**src/rtl/seven_seg_scan_controller.sv**
```systemverilog
// Serial-fed multiplexed 7-segment driver: 2-wire frames in, scanned digits out.
// Ports: clock, resetN (async, low), serialClockIn/serialDataIn (async link),
//   digitOutputPins/segmentOutputPins (scan pins), frameValid/frameError (pulses).
//   Macro BRIGHTNESS_PWM_EN adds input brightness[3:0] that shortens the window.
module seven_seg_scan_controller #(
  parameter int DIGITS           = 4,
  parameter int SEG_W            = 8,
  parameter int ADDR_W           = 2,
  parameter int SCAN_DIV         = 24000,
  parameter int BLANK_CYC        = 240,
  parameter int TIMEOUT          = 65535,
  parameter int DIGIT_ACTIVE_LOW = 1
) (
  input  logic              clock,
  input  logic              resetN,
  input  logic              serialClockIn,
  input  logic              serialDataIn,
`ifdef BRIGHTNESS_PWM_EN
  input  logic [3:0]        brightness,
`endif
  output logic [DIGITS-1:0] digitOutputPins,
  output logic [SEG_W-1:0]  segmentOutputPins,
  output logic              frameValid,
  output logic              frameError
);

  localparam int FRAME_W = ADDR_W + SEG_W;
  localparam int BC_W    = $clog2(FRAME_W);
  localparam int SL_W    = $clog2(SCAN_DIV);
  localparam int IDX_W   = (DIGITS > 1) ? $clog2(DIGITS) : 1;
  localparam int TO_W    = $clog2(TIMEOUT + 1);

  localparam logic [BC_W-1:0]   BC_LAST   = BC_W'(FRAME_W - 1);
  localparam logic [SL_W-1:0]   SLOT_LAST = SL_W'(SCAN_DIV - 1);
  localparam logic [SL_W-1:0]   BLANK_END = SL_W'(BLANK_CYC);
  localparam logic [IDX_W-1:0]  IDX_LAST  = IDX_W'(DIGITS - 1);
  localparam logic [TO_W-1:0]   TO_LAST   = TO_W'(TIMEOUT - 1);
  localparam logic [ADDR_W:0]   ADDR_LIM  = (ADDR_W + 1)'(DIGITS);
  localparam logic [DIGITS-1:0] OFF       =
    (DIGIT_ACTIVE_LOW != 0) ? {DIGITS{1'b1}} : {DIGITS{1'b0}};

  logic [1:0]         sck_sync;
  logic [1:0]         sd_sync;
  logic               sck_last;
  logic               strobe;
  logic               bit_in;

  logic [FRAME_W-1:0] shift_q;
  logic [FRAME_W-1:0] frame_next;
  logic [BC_W-1:0]    bit_cnt;
  logic [TO_W-1:0]    to_cnt;
  logic               last_bit;
  logic [ADDR_W-1:0]  addr;
  logic [SEG_W-1:0]   seg;
  logic               addr_ok;

  logic [SEG_W-1:0]   digit_q [DIGITS];

  logic [SL_W-1:0]    slot_q;
  logic [IDX_W-1:0]   idx_q;
  logic               wrap;
  logic               in_window;
  logic [DIGITS-1:0]  sel;
  logic [SEG_W-1:0]   cur_seg;

  always_ff @(posedge clock or negedge resetN) begin
    if (!resetN) begin
      sck_sync <= '0;
      sd_sync  <= '0;
      sck_last <= 1'b0;
    end else begin
      sck_sync <= {sck_sync[0], serialClockIn};
      sd_sync  <= {sd_sync[0], serialDataIn};
      sck_last <= sck_sync[1];
    end
  end

  assign strobe = sck_sync[1] & ~sck_last;
  assign bit_in = sd_sync[1];

  always_comb begin
    frame_next = {shift_q[FRAME_W-2:0], bit_in};
    last_bit   = strobe && (bit_cnt == BC_LAST);
    addr       = frame_next[FRAME_W-1 -: ADDR_W];
    seg        = frame_next[SEG_W-1:0];
    addr_ok    = {1'b0, addr} < ADDR_LIM;
  end

  always_ff @(posedge clock or negedge resetN) begin
    if (!resetN) begin
      shift_q    <= '0;
      bit_cnt    <= '0;
      to_cnt     <= '0;
      frameValid <= 1'b0;
      frameError <= 1'b0;
    end else begin
      frameValid <= 1'b0;
      frameError <= 1'b0;
      if (strobe) begin
        to_cnt  <= '0;
        shift_q <= frame_next;
        if (last_bit) begin
          bit_cnt    <= '0;
          frameValid <= addr_ok;
          frameError <= ~addr_ok;
        end else begin
          bit_cnt <= bit_cnt + 1'b1;
        end
      end else if (bit_cnt != '0) begin
        // Stalled partial frame: drop it once the link is quiet too long.
        if (to_cnt == TO_LAST) begin
          bit_cnt    <= '0;
          to_cnt     <= '0;
          frameError <= 1'b1;
        end else begin
          to_cnt <= to_cnt + 1'b1;
        end
      end
    end
  end

  always_ff @(posedge clock or negedge resetN) begin
    if (!resetN) begin
      for (int i = 0; i < DIGITS; i++) digit_q[i] <= '0;
    end else if (last_bit && addr_ok) begin
      for (int i = 0; i < DIGITS; i++) begin
        if ({1'b0, addr} == (ADDR_W + 1)'(i)) digit_q[i] <= seg;
      end
    end
  end

  assign wrap = (slot_q == SLOT_LAST);

  always_ff @(posedge clock or negedge resetN) begin
    if (!resetN) begin
      slot_q <= '0;
      idx_q  <= '0;
    end else begin
      slot_q <= wrap ? '0 : slot_q + 1'b1;
      if (wrap) idx_q <= (idx_q == IDX_LAST) ? '0 : idx_q + 1'b1;
    end
  end

`ifdef BRIGHTNESS_PWM_EN
  logic [31:0] win_end;
  always_comb begin
    win_end = 32'(BLANK_CYC)
            + (32'(SCAN_DIV - BLANK_CYC) * (32'(brightness) + 32'd1)) / 32'd16;
    in_window = (slot_q >= BLANK_END) && (32'(slot_q) < win_end);
  end
`else
  assign in_window = (slot_q >= BLANK_END);
`endif

  always_comb begin
    sel     = '0;
    cur_seg = '0;
    for (int i = 0; i < DIGITS; i++) begin
      if (idx_q == IDX_W'(i)) begin
        sel[i]  = 1'b1;
        cur_seg = digit_q[i];
      end
    end
  end

  // Pins read digit_q live, so a write lands within the current slot.
  always_ff @(posedge clock or negedge resetN) begin
    if (!resetN) begin
      digitOutputPins   <= OFF;
      segmentOutputPins <= '0;
    end else begin
      digitOutputPins   <= in_window ? (sel ^ OFF) : OFF;
      segmentOutputPins <= in_window ? cur_seg : '0;
    end
  end

endmodule

```
**config.mk**
```make
export PLATFORM = sky130hd
export DESIGN_NAME = seven_seg_scan_controller
export DESIGN_NICKNAME = d
export VERILOG_FILES = /design/src/rtl/seven_seg_scan_controller.sv
export SDC_FILE = /design/constraint.sdc
export NUM_CORES = 1
export LEC_CHECK = 0
export CORE_ASPECT_RATIO = 0.75
export CORE_UTILIZATION = 30
export DETAILED_ROUTE_END_ITERATION = 10
export DONT_BUFFER_PORTS = 1
export SETUP_SLACK_MARGIN = 0.2
export SYNTH_ARGS = -nofsm -noshare
export SYNTH_HDL_FRONTEND = slang
export SYNTH_SLANG_ARGS = --single-unit
```
**constraint.sdc**
```tcl
create_clock -name clock -period 5.4 [get_ports clock]
set_input_delay 1.08 -clock clock [delete_from_list [all_inputs] [get_ports clock]]
set_output_delay 1.08 -clock clock [all_outputs]
set_load 0.005 [all_outputs]
```
==> run_results.csv, run 1 <==
group,metric,value,unit
critical_path,required,5630,ps
sta,setup_viol,0,
critical_path,cp-end-kind,"register",
power,powerDensity,346,nW/um^2
synth,synth_compound_area_share,10.2,%
route,vias,2916,
clock_network,post-cts-setup-buffer-count,0,
clock_network,cts_tree,"built",
placed_design,post-place-ws,2900,ps
synth,synth_top_family_by_area,"simple AND/OR/NAND/NOR gates",
sta,hold_viol,0,
floorplanning,fp.dieW,142,um
global_routing,grt_max_degree,98,
floorplanning,core.rowCount,38,
clock_network,cts_hold_buffers,0,
clock_network,cts_root_buf,"clkbuf_16",
sta,finalWorstSetupSlack,2890,ps
route,first_pass_iters,5,
route,drtAntennaViolNets,0,
sta,worst_slew_pin_slew,817,ps
route,drc,0,
clock_network,clk_pin_slew_worst_paths,70,ps
synth,synth-xor-area-share,2.57,%
synth,synth_area_per_cell,11.0,sq um
global_routing,grt_pass1_wl,14500,um
critical_path,start_kind,"register",
global_routing,track_usage,12.2,%
clock_network,htreeDepth,3,
synth,synth_seq_cells,97,
clock_network,cts.sinks,97,
critical_path,crit_type,"reg -> reg",
outcome,status,"completed",
placed_design,place_congestion,0.802,
sta,clock_skew,7.01,ps
synth,synth_warnings,0,
synth,syn_area,4440,sq um
layout,num_antenna_cells,0,
clock_network,cts_made_buffers,9,
clock_network,clock_latency,340,ps
layout,nets,411,
route,drtIter0Drc,226,
sta,drv_slew,0,
clock_network,clockBufferDepth,2,
synth,syn_nets,419,
synth,synth_simple_gate_area_share,16.7,%
synth,synthArstFlopShare,100,%
floorplanning,io_pins,18,
min_path,hp-class,"reg -> reg",
floorplanning,dieArea,15300,sq um
synth,synthFlopType,"dfrtp_1",
synth,synth_edf_count,0,
power,leakage,2.19,nW
floorplanning,initial_core_util,30.7,%
layout,drive_gt1_share,15.5,%
clock_network,post_cts_resized,0,
sta,period_share,46.5,%
synth,syn_inst,404,
global_routing,grt_pass1_vias,2798,
sta,rsz0062_at_grt,"no",
critical_path,arrival,2740,ps
run,maxCapViolCount,0,
route,post_drt_wl_per_cell,14.0,um
sta,setup_tns,0,ps
route,wl,8440,um
critical_path,cp_max_fo,12,
sta,slew_headroom,45.4,%
layout,fill_cells,1465,
sta,period_minus_slack,2510,ps
synth,synth_fa_ha_area_share,3.10,%
synth,yosysUniqueCellTypes,49,
sta,fmax,398,MHz
floorplanning,die_h,107,um
power,max-vdd-ir-drop,0.134,mV
layout,area_growth,10.5,%
floorplanning,core,14500,sq um
placed_design,dp_hpwl,5560,um
placed_design,place.port_buffers,0,
synth,muxShareOfSynthArea,8.89,%
global_routing,antenna_found_initial,1,
route,vias_per_cell,4.85,
global_routing,globalRouteOverflowTotal,0,
synth,seq_area_frac_synth,54.8,%
## cell families (layout without fill, tap and decap cells)
group / count (synthesis) / after routing
buffers and inverters: 42 / 39
xor gates and xnor gates: 13 / 13
adders and majority gates: 11 / 11
and+or+nand+nor: 144 / 144
AOI/OAI and AO/OA: 62 / 62
DFF: 97 / 97
muxes: 35 / 35
## worst paths after layout
check                      slack [ps]  cells past startpoint   startpoint            endpoint
max in group asynchronous        4780                      0       resetN  digitOutputPins[1]
hold reg to reg                   360                      0   sd_sync[0]          sd_sync[1]
setup / recovery                 2890                      4  sck_sync[1]         digit_q[18]
hold / removal                    360                      0   sd_sync[0]          sd_sync[1]
setup reg to reg                 2890                      4  sck_sync[1]         digit_q[18]
min in group asynchronous         420                      0       resetN           slot_q[9]
## synth_stat cells, types with 2 or more instances
library cell  number  area [sq um]
dfrtp_1           93          2330
nand2_1           53           199
mux2_2            33           372
inv_1             22          82.6
nor2_1            22          82.6
clkbuf_1          15          56.3
nand3_1           14          70.1
nor4_1            13          81.3
ha_1              11           138
a21oi_1            9          45.0
a211o_1            8          70.1
a22o_1             8          70.1
nand4_1            8          50.1
nor3_1             8          40.0
o21ai_1            8          40.0
a221oi_1           7          61.3
xnor2_1            7          61.3
a21o_1             6          45.0
xor2_1             6          52.6
buf_2              5          25.0
a31o_1             4          35.0
dfstp_2            4           105
nor2b_1            4          25.0
o21ai_0            4          20.0
or3_1              3          18.8
and3b_1            2          17.5
and4_1             2          17.5
mux2_1             2          22.5
nor3b_1            2          15.0
nor3b_2            2          25.0
## routing by layer
metal	track usage [%]	wire length, um	vias to the layer above
met4	4.61	66	2
met3	3.51	328	6
li1	-	-	1413
met1	17.4	4440	1452
met5	0	17	-
met2	17.4	3590	43
## state kept, by name (all words and copies together) (netlist names)
register	flops
segmentOutputPins	8
frameError	1
digitOutputPins	4
digit_q	32
sd_sync	2
idx_q	2
frameValid	1
to_cnt	16
sck_last	1
shift_q	9
sck_sync	2
bit_cnt	4
slot_q	15
## metrics by stage
step	area (sq um)	cells	utilization, %	power [mW]	hold WS, ps
6_report	4900	601	33.9	1.70	357
5_1_grt	4900	601	33.9	1.79	359
2_1_floorplan	4440	404	-	1.05	331
3_5_place_dp	4620	585	32.0	1.11	336
3_3_place_gp	4620	585	32.0	1.09	335
4_1_cts	4900	601	33.9	1.72	352
## critical path: stages, from the launching register on
cell	delay (ps)
dfrtp_1	360
nor2b_1	670
nand2_1	300
nor3b_2	660
mux2_2	410
## final cells by class
type	instances	area, sq um	share of cell area, %
Clock buffer	10	229	4.67
Inverter	22	82.6	1.69
Sequential cell	97	2430	49.6
Clock inverter	6	51.3	1.05
Tap cell	200	250	5.11
Timing Repair Buffer	1	7.51	0.153
Multi-Input combinational cell	265	1850	37.7
## cells in the final DEF, fill, tap and decap left out, drive strengths merged, types with 10 or more instances in the layout
cell,netlist,final
clkbuf,15,10
dfrtp,93,93
ha,11,11
inv,22,24
mux2,35,35
nand2,53,53
nand3,14,14
nor2,23,23
nor4,14,14
o21ai,12,12
## report_power, final
part | internal [mW] | switching (mW) | leakage (nW)
Clock | 0.318 | 0.286 | 0.127
Combinational | 0.108 | 0.111 | 0.772
Sequential | 0.796 | 0.0762 | 1.30
Total | 1.22 | 0.474 | 2.19
Note: power is estimated with default switching activity, not from simulation.
==> inputs of run 2 (changes only) <==
- clock period: 5.4 -> 2.6 ns (I/O delays scaled with it)
==> run_results.csv, run 2 (same netlist as run 1, synthesis figures left out) <==
group,metric,value,unit
sta,holdWs,-142,ps
power,leakage,2.25,nW
layout,layout_common_cells,"dfrtp_1, nand2_1, mux2_2",
clock_network,cts_tree,"built",
critical_path,cp_max_fo,13,
placed_design,place.port_buffers,0,
critical_path,cp-end-kind,"register",
outcome,status,"finished, violations left",
floorplanning,fp.dieW,142,um
layout,regMostFlops,"digit_q",
layout,fill_cells,1434,
clock_network,htreeDepth,3,
route,vias_per_cell,5.02,
clock_network,cts_made_buffers,9,
global_routing,globalRouteOverflowTotal,0,
layout,drive_gt1_share,17.6,%
global_routing,antenna_found_initial,1,
layout,regArea,2430,sq um
critical_path,start_kind,"register",
sta,worst_slew_pin_slew,697,ps
layout,nets,420,
route,vias,3067,
clock_network,clock_latency,350,ps
critical_path,arrival,2310,ps
sta,drv_slew,0,
outcome,violations,"negative hold slack",
critical_path,timing.rr.start,"bit_cnt[0]",
clock_network,post-cts-setup-buffer-count,0,
critical_path,path_buf_inv,1,
route,drc,0,
clock_network,cts.sinks,97,
critical_path,cp_slowest_cell,"and2_1",
clock_network,clk_pin_slew_worst_paths,70,ps
critical_path,cp_top_family,"simple AND/OR/NAND/NOR gates",
sta,setup_viol,0,
floorplanning,die_h,107,um
global_routing,track_usage,12.6,%
critical_path,ff2ff_setup_slack,520,ps
sta,period_minus_slack,2080,ps
clock_network,cts_root_buf,"clkbuf_16",
sta,fmax,481,MHz
sta,hold_viol,93,
critical_path,required,2830,ps
power,max-vdd-ir-drop,0.287,mV
power,powerDensity,711,nW/um^2
route,post_drt_wl_per_cell,14.4,um
layout,multiInputGateArea,1850,sq um
power,finalPower,3.54,mW
sta,slew_headroom,53.5,%
layout,final_common_cell,"dfrtp_1",
layout,area_growth,12.2,%
global_routing,grt_pass1_wl,14800,um
floorplanning,io_pins,18,
critical_path,cp_slowest_stage_delay,550,ps
sta,period_share,79.9,%
critical_path,crit_chain,"inv_1 > ha_1 > nor3b_1 > and2_1 > nor2_4 > a221o_1",
critical_path,crit_start,"bit_cnt[0]",
sta,setup_tns,0,ps
sta,clock_skew,6.58,ps
sta,rsz0062_at_grt,"no",
placed_design,dp_hpwl,5900,um
clock_network,post_cts_resized,0,
floorplanning,core,14500,sq um
route,drtIter0Drc,264,
min_path,hp-class,"in -> async",
route,first_pass_iters,5,
global_routing,grt_pass1_vias,2902,
clock_network,clockBufferDepth,2,
floorplanning,initial_core_util,30.7,%
run,maxCapViolCount,0,
critical_path,crit_type,"reg -> reg",
layout,largest_reg_flops,32,
layout,top_regs,"digit_q (32), to_cnt (16), slot_q (15)",
floorplanning,dieArea,15300,sq um
route,wl,8790,um
floorplanning,core.rowCount,38,
placed_design,place_congestion,0.841,
route,drtAntennaViolNets,0,
global_routing,grt_max_degree,98,
[run 2: cell count changes in the layout (fill, tap and decap cells not counted)]
cell / delta
clkinv_4: +1
clkbuf_8: +1
clkinvlp_4: -2
clkbuf_1: -1
diode_2: +1
buf_4: +9
clkinv_2: +1
[run 2: worst register-to-register path, cell delays in order, from the launching register on]
cell and delay, ps:
dfrtp_1 430, inv_1 80, ha_1 140, nor3b_1 310, and2_1 550, nor2_4 140, a221o_1 320
[run 2: power by group]
part | internal, mW | leakage, nW | switching, mW
clock network | 0.686 | 0.141 | 0.593
registers | 1.65 | 1.30 | 0.152
logic | 0.227 | 0.818 | 0.228
total | 2.57 | 2.25 | 0.973
[run 2: final cells by class]
class | instances | share of cell area, %
sequential | 97 | 48.9
tap | 200 | 5.03
multi-input combinational | 265 | 37.1
inverter | 22 | 1.66
clock inverter | 6 | 1.01
timing repair buffer | 10 | 1.51
antenna | 1 | 0.0503
clock buffer | 10 | 4.80
[run 2: per-layer routing]
layer	part of all wire, %	track usage [%]	vias to the layer above	wire length, um
li1	-	-	1433	-
met1	48	17.4	1548	4240
met2	45	17.9	77	3950
met3	5.7	4.63	9	497
met4	1.2	4.61	0	103
met5	0	0	-	0
[run 2: final timing paths]
check / end / depth (start not counted)
worst max-delay path: to_cnt[3] / 6
worst min-delay path: slot_q[13] / 0
worst max register to register: to_cnt[3] / 6
worst min register to register: sd_sync[1] / 0
max in group asynchronous: digitOutputPins[0] / 0
min in group clock: sd_sync[0] / 0
[run 2: stage by stage]
| stage | hold slack, ps | utilization (%) | setup slack, ps | cell area, sq um | instances |
|---|---|---|---|---|---|
| 6_report | -142 | 34.4 | 521 | 4980 | 611 |
| 5_1_grt | -170 | 34.4 | 340 | 4980 | 611 |
| 2_1_floorplan | 224 | - | 750 | 4440 | 404 |
| 3_3_place_gp | 226 | 32.4 | 609 | 4690 | 594 |
| 4_1_cts | -160 | 34.4 | 523 | 4980 | 610 |
| 3_5_place_dp | 225 | 32.4 | 515 | 4690 | 594 |
==> inputs of run 3 (changes only) <==
- clock period: 2.6 -> 1.9 ns (I/O delays scaled with it)
==> run_results.csv, run 3 (same netlist as run 1, synthesis figures left out) <==
group,metric,value,unit
layout,area_growth,29.1,%
power,max-vdd-ir-drop,0.443,mV
sta,setup_tns,0,ps
run,maxCapViolCount,0,
sta,fmax,567,MHz
sta,setup_viol,0,
clock_network,cts_tree,"built",
route,drtIter0Drc,200,
layout,top_regs,"digit_q (32), to_cnt (16), slot_q (15)",
floorplanning,fp.dieW,142,um
sta,clock_skew,7.95,ps
route,drc,0,
critical_path,cp_max_fo,4,
layout,final_core_util,39.6,%
floorplanning,io_pins,18,
floorplanning,die_h,107,um
sta,drv_slew,0,
placed_design,dp_hpwl,6140,um
sta,period_share,92.8,%
layout,regMostFlops,"digit_q",
floorplanning,initial_core_util,30.7,%
route,drtAntennaViolNets,0,
route,vias_per_cell,4.88,
layout,largest_reg_flops,32,
floorplanning,core.rowCount,38,
global_routing,globalRouteOverflowTotal,0,
min_path,hp-class,"in -> async",
clock_network,htreeDepth,3,
global_routing,antenna_found_initial,0,
clock_network,cts_root_buf,"clkbuf_16",
clock_network,clock_latency,340,ps
critical_path,start_kind,"register",
global_routing,grt_pass1_wl,16400,um
critical_path,cp-end-kind,"register",
route,first_pass_iters,4,
global_routing,track_usage,13.8,%
placed_design,place_congestion,0.786,
sta,hold_viol,97,
sta,period_minus_slack,1760,ps
sta,slew_headroom,70.2,%
layout,fill_cells,1363,
layout,final_common_cell,"dfrtp_1",
floorplanning,dieArea,15300,sq um
power,powerDensity,969,nW/um^2
sta,holdWs,-275,ps
critical_path,required,2130,ps
power,leakage,2.61,nW
placed_design,post-place-ws,19.7,ps
layout,layout_common_cells,"dfrtp_1, nand2_1, buf_4",
sta,finalWorstSetupSlack,138,ps
global_routing,grt_pass1_vias,3267,
clock_network,clk_pin_slew_worst_paths,70,ps
outcome,status,"finished, violations left",
route,vias,3192,
sta,worst_slew_pin_slew,446,ps
clock_network,clockBufferDepth,2,
route,drt-met1-wl,4810,um
placed_design,dp_cells,614,
global_routing,grt_max_degree,98,
floorplanning,core,14500,sq um
sta,rsz0062_at_grt,"yes",
clock_network,cts.sinks,97,
placed_design,place.port_buffers,0,
layout,nets,463,
layout,finalNonFillerCells,654,
route,met3WireLength,325,um
route,wl,9980,um
clock_network,cts_made_buffers,9,
route,maxUsedRoutingLayer,"met4",
route,post_drt_wl_per_cell,15.3,um
layout,drive_gt1_share,32.9,%
outcome,violations,"negative hold slack",
critical_path,crit_type,"reg -> reg",
route,wl_met2,4750,um
power,finalPower,5.55,mW
critical_path,arrival,1990,ps
-- run 3: changes by cell type in the layout (fill, tap and decap cells not counted), sizes merged --
cell    change
inv         -2
clkinv      -1
buf        +42
bufinv      +3
nor2        +1
-- run 3: power breakdown --
| group | total (mW) | internal, mW | switching (mW) |
|---|---|---|---|
| Combinational | 1.02 | 0.552 | 0.467 |
| Sequential | 2.47 | 2.27 | 0.209 |
| Clock | 2.06 | 1.28 | 0.773 |
-- run 3: stage by stage --
stage                     hold WS, ps  instance area, sq um
after global placement           86.5                  4960
final                            -275                  5730
after CTS                        -292                  5510
after detailed placement         86.4                  4960
after floorplan                  84.4                  4550
after global routing             -297                  5720
-- run 3: worst paths after layout --
check | from | end | slack (ps) | depth (start not counted)
hold / removal | resetN | slot_q[14] | -270 | 0
min in group clock | serialClockIn | sck_sync[0] | 60 | 0
hold reg to reg | sd_sync[0] | sd_sync[1] | 350 | 0
setup / recovery | bit_cnt[1] | digit_q[10] | 140 | 7
setup reg to reg | bit_cnt[1] | digit_q[10] | 140 | 7
max in group asynchronous | resetN | digitOutputPins[3] | 1960 | 0
-- run 3: critical path, cell delays in order, from the launching register on --
cell and delay [ps]:
dfrtp_1 390, inv_2 80, ha_4 120, and3b_2 210
nand2_4 100, nor3b_4 270, buf_6 180, mux2_4 300
-- run 3: layer usage --
layer  vias to the layer above  GRT usage, %
li1                       1515             -
met1                      1618          18.7
met2                        49          21.1
met3                        10          3.74
met4                         0          4.38
met5                         -             0
-- run 3: repair_timing --
action                     in CTS  in global routing
gates cloned                    0                  1
setup buffers                  15                  7
pin swaps                      12                  8
hold endpoints to repair       97                 97
gates resized for setup        24                 40
setup endpoints to repair      59                 60
-- run 3: cell type report --
cell class	count	area (sq um)	area share, %
repair buffers	52	425	7.43
inverters	22	85.1	1.49
clock buffers	10	229	4.00
well taps	200	250	4.37
multi-input cells	266	2190	38.3
flip-flops and latches	97	2430	42.5
clock inverters	6	108	1.88
diodes	1	2.50	0.0437
